$ cat src/rtl/mem_slave_port_master.sv
// mem_slave_port_master: issues one read/write at a time on a selected channel of an HLS slave memory port.
// Optional: define MEM_SLAVE_PORT_MASTER_TIMEOUT_EN to give up on Sout_DataRdy after TIMEOUT wait cycles.
//
// state | meaning
// IDLE  | req_ready high, waiting for a request
// ISSUE | one-cycle read/write strobe on the selected channel
// WAIT  | address/size/data held, waiting for Sout_DataRdy of that channel
// RESP  | response presented until rsp_ready
module mem_slave_port_master #(
   parameter int CHANNELS = 2,
   parameter int ADDR_W   = 7,
   parameter int DATA_W   = 8,
   parameter int SIZE_W   = 4,
   parameter int TIMEOUT  = 1024,
   localparam int CHAN_W  = (CHANNELS > 1) ? $clog2(CHANNELS) : 1
) (
   input  logic                     clock,
   input  logic                     reset,
   input  logic                     req_valid,
   output logic                     req_ready,
   input  logic                     req_we,
   input  logic [CHAN_W-1:0]        req_chan,
   input  logic [ADDR_W-1:0]        req_addr,
   input  logic [SIZE_W-1:0]        req_size,
   input  logic [DATA_W-1:0]        req_wdata,
   output logic                     rsp_valid,
   input  logic                     rsp_ready,
   output logic [DATA_W-1:0]        rsp_rdata,
   output logic                     rsp_err,
   output logic [CHANNELS-1:0]        S_oe_ram,
   output logic [CHANNELS-1:0]        S_we_ram,
   output logic [CHANNELS*ADDR_W-1:0] S_addr_ram,
   output logic [CHANNELS*DATA_W-1:0] S_Wdata_ram,
   output logic [CHANNELS*SIZE_W-1:0] S_data_ram_size,
   input  logic [CHANNELS*DATA_W-1:0] Sout_Rdata_ram,
   input  logic [CHANNELS-1:0]        Sout_DataRdy
);

   typedef enum logic [1:0] {IDLE, ISSUE, WAIT, RESP} state_t;

   state_t                     state_q, state_d;
   logic                       we_q;
   logic [CHAN_W-1:0]          chan_q;
   logic [SIZE_W-1:0]          size_q;
   logic                       accept, illegal, rdy, timeout;
   logic [DATA_W-1:0]          rd_slice, rd_mask;
   logic [CHANNELS-1:0]        oe_d, we_d;
   logic [CHANNELS*ADDR_W-1:0] addr_d;
   logic [CHANNELS*DATA_W-1:0] wdata_d;
   logic [CHANNELS*SIZE_W-1:0] size_d;
   logic [DATA_W-1:0]          rdata_d;
   logic                       err_d;

   assign accept   = (state_q == IDLE) && req_ready && req_valid;
   assign illegal  = (req_size == '0) || (int'(req_size) > DATA_W) || (int'(req_chan) >= CHANNELS);
   assign rdy      = (state_q == WAIT) && Sout_DataRdy[chan_q];
   assign rd_slice = Sout_Rdata_ram[DATA_W*int'(chan_q) +: DATA_W];
   // Shifting an all-ones word left by size leaves the low size bits clear; size==DATA_W keeps all ones.
   assign rd_mask  = ~({DATA_W{1'b1}} << size_q);

`ifdef MEM_SLAVE_PORT_MASTER_TIMEOUT_EN
   localparam int CNT_W = (TIMEOUT > 1) ? $clog2(TIMEOUT) : 1;
   logic [CNT_W-1:0] wait_cnt_q;

   assign timeout = (state_q == WAIT) && (wait_cnt_q == CNT_W'(TIMEOUT - 1));

   always_ff @(posedge clock or negedge reset) begin
      if (!reset)                wait_cnt_q <= '0;
      else if (state_q != WAIT)  wait_cnt_q <= '0;
      else if (!timeout)         wait_cnt_q <= wait_cnt_q + 1'b1;
   end
`else
   // Never times out; the comparison only keeps TIMEOUT referenced in this build.
   assign timeout = (TIMEOUT < 0);
`endif

   always_ff @(posedge clock or negedge reset) begin
      if (!reset) begin
         state_q         <= IDLE;
         req_ready       <= 1'b0;
         rsp_valid       <= 1'b0;
         rsp_rdata       <= '0;
         rsp_err         <= 1'b0;
         S_oe_ram        <= '0;
         S_we_ram        <= '0;
         S_addr_ram      <= '0;
         S_Wdata_ram     <= '0;
         S_data_ram_size <= '0;
         we_q            <= 1'b0;
         chan_q          <= '0;
         size_q          <= '0;
      end else begin
         state_q         <= state_d;
         req_ready       <= (state_d == IDLE);
         rsp_valid       <= (state_d == RESP);
         rsp_rdata       <= rdata_d;
         rsp_err         <= err_d;
         S_oe_ram        <= oe_d;
         S_we_ram        <= we_d;
         S_addr_ram      <= addr_d;
         S_Wdata_ram     <= wdata_d;
         S_data_ram_size <= size_d;
         if (accept) begin
            we_q   <= req_we;
            chan_q <= req_chan;
            size_q <= req_size;
         end
      end
   end

   always_comb begin
      state_d = state_q;
      unique case (state_q)
         IDLE:    if (accept) state_d = illegal ? RESP : ISSUE;
         ISSUE:   state_d = WAIT;
         WAIT:    if (rdy || timeout) state_d = RESP;
         RESP:    if (rsp_ready) state_d = IDLE;
         default: state_d = IDLE;
      endcase
   end

   always_comb begin
      oe_d    = '0;
      we_d    = '0;
      addr_d  = S_addr_ram;
      wdata_d = S_Wdata_ram;
      size_d  = S_data_ram_size;
      rdata_d = rsp_rdata;
      err_d   = rsp_err;
      unique case (state_q)
         IDLE: if (accept) begin
            addr_d  = '0;
            wdata_d = '0;
            size_d  = '0;
            if (illegal) begin
               err_d   = 1'b1;
               rdata_d = '0;
            end else begin
               err_d = 1'b0;
               if (req_we) we_d[req_chan] = 1'b1;
               else        oe_d[req_chan] = 1'b1;
               addr_d[ADDR_W*int'(req_chan) +: ADDR_W]  = req_addr;
               wdata_d[DATA_W*int'(req_chan) +: DATA_W] = req_wdata;
               size_d[SIZE_W*int'(req_chan) +: SIZE_W]  = req_size;
            end
         end
         WAIT: if (rdy || timeout) begin
            addr_d  = '0;
            wdata_d = '0;
            size_d  = '0;
            err_d   = !rdy;
            rdata_d = (rdy && !we_q) ? (rd_slice & rd_mask) : '0;
         end
         default: ;
      endcase
   end

endmodule

$ cat config.mk
export PLATFORM = sky130hd
export DESIGN_NAME = mem_slave_port_master
export DESIGN_NICKNAME = d
export VERILOG_FILES = /design/src/rtl/mem_slave_port_master.sv
export SDC_FILE = /design/constraint.sdc
export NUM_CORES = 1
export LEC_CHECK = 0
export ABC_AREA = 1
export CAP_MARGIN = 5
export CORE_ASPECT_RATIO = 1.2
export CORE_MARGIN = 2
export CORE_UTILIZATION = 41
export CTS_CLUSTER_SIZE = 12
export DETAILED_ROUTE_END_ITERATION = 6
export GPL_ROUTABILITY_DRIVEN = 0
export PLACE_DENSITY = 0.78
export SLEW_MARGIN = 10
export SYNTH_ARGS = -nofsm -noshare
export SYNTH_HDL_FRONTEND = slang
export SYNTH_SLANG_ARGS = --single-unit
$ cat constraint.sdc
create_clock -name clock -period 1.31 [get_ports clock]
set_input_delay 0.131 -clock clock [delete_from_list [all_inputs] [get_ports clock]]
set_output_delay 0.131 -clock clock [all_outputs]
set_load 0.02 [all_outputs]
; ---- After elaboration in Yosys (flattened, before gate mapping)
; Index checks and enable logic that the tools add are counted.
[totals]
regBits = 61
in_bits = 43
word_cells = 93
[classes]
add_sub_neg = 3
mul = 1
magnitude_cmp = 4
n_eq_ne = 7
shifts = 8
n_mux = 38
n_bitwise = 5
n_reduce_logical = 14
[ops]
columns = operator, n
row1 = $neg 4->33, 2
row2 = $mux 8, 7
row3 = $mux 16, 3
row4 = $mux 14, 3
row5 = $neg 3->33, 1
row6 = $shift 4x33->8 const A, 1
row7 = $shift 7x33->14 const A, 1
row8 = $shift 8x33->16 const A, 1
row9 = $shiftx 4x33->8, 1
row10 = $shiftx 7x33->14, 1
row11 = $shiftx 8x33->16, 1
row12 = $pmux 16 s2, 1
row13 = $pmux 8 s2, 2
row14 = $pmux 14 s2, 1
row15 = $mux 2, 12
row16 = $and 16x16->16, 1
row17 = $and 8x8->8, 2
row18 = $shiftx 16x5->8, 1
row19 = $and 14x14->14, 1
row20 = $not 8->8, 1
row21 = $pmux 2 s4, 1
row22 = $shl 8x4->8 const A, 1
row23 = $eq 2x2->1 const B, 3
row24 = $mux 1, 6
row25 = other kinds (16), 25

; ---- Depth between registers and ports, before layout
[logic_depth]
depth_word = 8
depth_mapped = 9

; ---- Worst setup path before layout
; Ideal clock, no wire load.
[synth_timing]
path_type = reg2reg
start = register chan_q
end = register S_Wdata_ram[13]
arrival_time_ps = 1165
slack_ps = 28
path_stages_with_launch = 10
n_path_buf = 3
synth_period_minus_slack_ps = 1282
path_cell_list = dfrtp_1 > buf_4 > inv_4 > nand2_1 > nand3_2 > nand2_2 > buf_6 > buf_6 > nand3_1 > nand2_1
[synth_via]
elab_chain_cells = 5
[synth_lines]
columns = item, line
row1 = from (decl), 43  ; logic [CHAN_W-1:0] chan_q;
row2 = from (signal assigned), 105  ; chan_q <= req_chan;
row3 = $mux 1 (implied by the code) (2 in a row), 56  ; assign rdy = (state_q == WAIT) && Sout_DataRdy[chan_q];
row4 = $logic_and 1x1->1, 56
row5 = $ne 2x2->1 (no line), -
row6 = $reduce_and 3->1 (no line), -
row7 = to (signal assigned), 101  ; S_Wdata_ram <= wdata_d;
row8 = to (decl), 33  ; output logic [CHANNELS*DATA_W-1:0] S_Wdata_ram,
; No other way between the ends. The select of a mux whose other input is x is not followed.
; A chain may end at the register's enable or synchronous reset.

; ---- Worst setup path in the final report
[layout_timing]
start = register state_q[1]
end = register S_Wdata_ram[9]
[layout_via]
elab_chain_cells = 5
word_cells_on_any_way = 10
classes_between = eq/ne: 3 / mux: 1 / reduce/logical: 6
[layout_lines]
columns = item, line
row1 = from (decl), 41  ; state_t state_q, state_d;
row2 = from (signal assigned), 93  ; state_q <= state_d;
row3 = $logic_not 2->1, "54, 130"
row4 = $logic_and 1x1->1 (2 in a row), 54  ; assign accept = (state_q == IDLE) && req_ready && req_valid;
row5 = $ne 2x2->1 (no line), -
row6 = $reduce_and 3->1 (no line), -
; Parallel ways exist; a longest one is shown, timed or not.

==> reports/metrics.yaml <==
status: "finished with violations"
failed_checks: "negative setup slack"
ys_async_sr_fraction_pct: 100
number_of_cell_rows: 33
setup.worst_path.end: "S_Wdata_ram[9]"
dr.pass1.iters: 6
drv_cap: 0
wl_per_cell_um: 13.8
clk_latency_ns: 0.34
grt_overflow_total: 0
maxSlewViolCount: 0
clock_power_share_pct: 17.8
cts_buffers: 9
vdd.ir_drop.worst_mv: 0.801
power_switching_share_pct: 41.1
synth_top_flop_cell: "sky130_fd_sc_hd__dfrtp_1"
yosysUniqueCellTypes: 24
crit_top_cell: "sky130_fd_sc_hd__nand2_1"
post-route-drc-count: 0
post_synth_inst_count: 359
largest_net_degree_at_the_start_of_global_routing: 33
cpPeakStageDelay_ns: 0.42
worstMarginPinSlew_ns: 0.461
syn2layout_area_growth_pct: 54.7
grt_use_total_pct: 21.3
cts.reportedPaths.clkPinSlew_ns: 0.07
synth.yosys.warnings: 0
worst-endpoint-arrival_ns: 1.55
r2r_setup_slack_ns: -0.01
die_x_um: 79.9
fin_crit_sh_pct: 101
worst_setup_path_startpoint: "state_q[1]"
finish.cell_count_without_fillers: 574
route.detailed.vias_per_inst: 4.93
synth_top_cell_by_area: "sky130_fd_sc_hd__dfrtp_1"
detail_route.wirelength_um: 7920
num_clock_sinks: 61
power.share.combinational_pct: 48.9
grt_antenna_before_repair: 0
number_of_global_route_vias_before_repair: 2782
place_hpwl_um: 5580
critical_path_required_time_ns: 1.53
pnr_worst_setup_slack_ns: -0.0125
worstSetupEndpointType: "flop"
num-nets-final: 526
power.leakage_nw: 2.46
placed_cells: 555
worstReg2RegStart: "state_q[1]"
syn-num-nets: 402
postLayoutCoreUtil_pct: 64.8
rsz0062_at_grt: "true"
final_setup_vio_count: 12
internal_power_w: 0.00500
reg2reg_to: "S_Wdata_ram[9]"
io_pins: 96
yosysMostFrequentCell: "sky130_fd_sc_hd__nand2_1"
cts_root_buffer: "sky130_fd_sc_hd__clkbuf_8"
ant_nets: 0
first_pass_grt_wire_length_um: 12600
worstPathCellList: "inv_2 > nor2_8 > nand3_4 > nand2_4 > inv_4 > clkbuf_16 > nand2_1 > nand2_1"
cts_htree_levels: 3
diodes: 0
p_per_area_mw_per_mm2: 1940
synthesis.area_mm2: 0.00284
max_slew_margin_pct: 69.3
dr.first_iter.drc_count: 171
place.port_buffers: 95
cp-start-kind: "flop"
floorplan.initialDensity_pct: 41.9
num_vias: 2827
yosysSeqAreaShare_pct: 53.8
post_route_cells_drive_above_1_share_pct: 15.8
dp_slack_ns: -0.211
die_h_um: 95.1
worst_r2r_path_depth: 8
core_area_mm2: 0.00677
synth_top_area_cells: "sky130_fd_sc_hd__dfrtp_1 54%, sky130_fd_sc_hd__nand2_1 19%, sky130_fd_sc_hd__nand3_1 8.6%"
yosys_register_bits: 61
clk_skew_ns: 0.00583
power.sequential.fraction_pct: 33.3
timing_worst_setup_path_type: "flop to flop"
layout_min_cycle_time_ns: 1.32
synth_top_cell_area_share_pct: 53.8
synth-edff-count: 0
tritoncts_clock_tree: "built"
post_synth_most_frequent_cells: "146 x sky130_fd_sc_hd__nand2_1, 61 x sky130_fd_sc_hd__dfrtp_1, 49 x sky130_fd_sc_hd__nand3_1"
max_freq_mhz: 756
fp.dieArea_mm2: 0.00761
syn_avg_cell_area_um2: 7.90
ctsLongestPathBuffers: 2
power.switching_w: 0.00350
timing_hold_violations_final: 0
crit_path_top_delay_cell: "sky130_fd_sc_hd__dfrtp_1"
critical_path_peak_fanout: 11
hold_path_class: "input port to async pin"
==> per-layer routing <==
metal	vias up	part of all wire, %	wire length [um]	global-route usage (%)
met5	-	0	0	0
met4	0	2.7	215	10.7
met3	18	4.9	388	3.60
met2	100	51	4020	35.7
met1	1333	42	3300	26.4
li1	1376	-	-	-
==> worst min-delay path by stage <==
| stage | start | endpoint | slack (ns) | cells past startpoint |
|---|---|---|---|---|
| floorplan | reset | S_Wdata_ram[0] | -0.16 | 0 |
| global placement | reset | rsp_rdata[4] | 0.1 | 1 |
| detailed placement | reset | rsp_rdata[1] | 0.10 | 1 |
| CTS | reset | rsp_rdata[1] | 0.29 | 2 |
| global route | reset | rsp_rdata[1] | 0.33 | 2 |
| finish | reset | rsp_rdata[1] | 0.28 | 2 |
==> area by class of cell <==
class,instances,area (um2)
Sequential cell,61,1530
Inverter,27,106
Fill cell,557,2380
Multi-Input combinational cell,256,1220
Timing Repair Buffer,128,1240
Clock inverter,1,5.00
Clock buffer,14,173
Tap cell,87,109
==> stage by stage <==
stage	instance area (um2)	hold WS [ns]	total power [W]	setup TNS [ns]
after CTS	4270	0.290	0.00830	0
after detailed placement	4090	0.102	0.00693	-7.26
after global placement	4090	0.0998	0.00685	-5.98
after floorplan	2840	-0.165	0.00502	0
final	4390	0.276	0.00850	-0.0753
after global routing	4390	0.328	0.00904	-3.23
==> flip-flops by register name, summed over array words and instances, names as in the netlist <==
signal	flops
S_Wdata_ram	16
S_addr_ram	14
S_data_ram_size	8
S_oe_ram	2
S_we_ram	2
chan_q	1
req_ready	1
rsp_err	1
rsp_rdata	8
rsp_valid	1
size_q	4
state_q	2
we_q	1
==> cell usage in the layout (no fill, tap or decap), types with 2 or more instances in the layout <==
master,synthesis,final
sky130_fd_sc_hd__buf_12,0,7
sky130_fd_sc_hd__o21ai_1,6,5
sky130_fd_sc_hd__inv_4,1,2
sky130_fd_sc_hd__nand2_2,2,5
sky130_fd_sc_hd__dfrtp_1,61,59
sky130_fd_sc_hd__nor2_2,4,2
sky130_fd_sc_hd__inv_1,24,24
sky130_fd_sc_hd__nor3_1,13,7
sky130_fd_sc_hd__a21oi_1,3,2
sky130_fd_sc_hd__clkbuf_8,0,12
sky130_fd_sc_hd__nor3_2,0,6
sky130_fd_sc_hd__dfrtp_2,0,2
sky130_fd_sc_hd__clkdlybuf4s50_1,0,41
sky130_fd_sc_hd__nand2_4,0,2
sky130_fd_sc_hd__o21ai_0,6,6
sky130_fd_sc_hd__clkbuf_1,1,2
sky130_fd_sc_hd__nor2_4,1,3
sky130_fd_sc_hd__nand3_4,0,3
sky130_fd_sc_hd__buf_6,2,2
sky130_fd_sc_hd__nand2_1,146,141
sky130_fd_sc_hd__nand3_1,49,45
sky130_fd_sc_hd__nor2_1,21,21
sky130_fd_sc_hd__dlygate4sd2_1,0,53
sky130_fd_sc_hd__nand3_2,1,2
sky130_fd_sc_hd__buf_4,4,22
==> cells by family (layout without fill, tap and decap cells) <==
logic type | after synthesis | in the layout | synth area share (%)
AND/OR/NAND/NOR | 240 | 240 | 36.3
flip-flops | 61 | 61 | 53.8
buffers and inverters | 42 | 170 | 7.01
AO/OA/AOI/OAI | 16 | 16 | 2.91
==> power by group through the flow <==
stage / clock network [W] / logic [W] / registers (W)
floorplan: 0 / 0.00168 / 0.00334
global placement: 0 / 0.00399 / 0.00286
detailed placement: 0 / 0.00408 / 0.00286
CTS: 0.00153 / 0.00395 / 0.00282
global route: 0.00160 / 0.00455 / 0.00290
finish: 0.00151 / 0.00416 / 0.00283
==> what timing repair did <==
item,CTS,global route
hold buffers,1,0
cloned,0,1
pin swaps,1,5
hold endpoints to repair,16,0
setup endpoints to repair,105,52
setup buffers,3,0
gates resized for setup,63,22
==> worst max-delay path: cells and delay by family, from the launching register on <==
kind                   cells  cell delay (ns)
DFF                        1             0.42
and+or+nand+nor            5             0.48
buffers and inverters      3             0.31
Note: power is estimated with default switching activity, not from simulation.
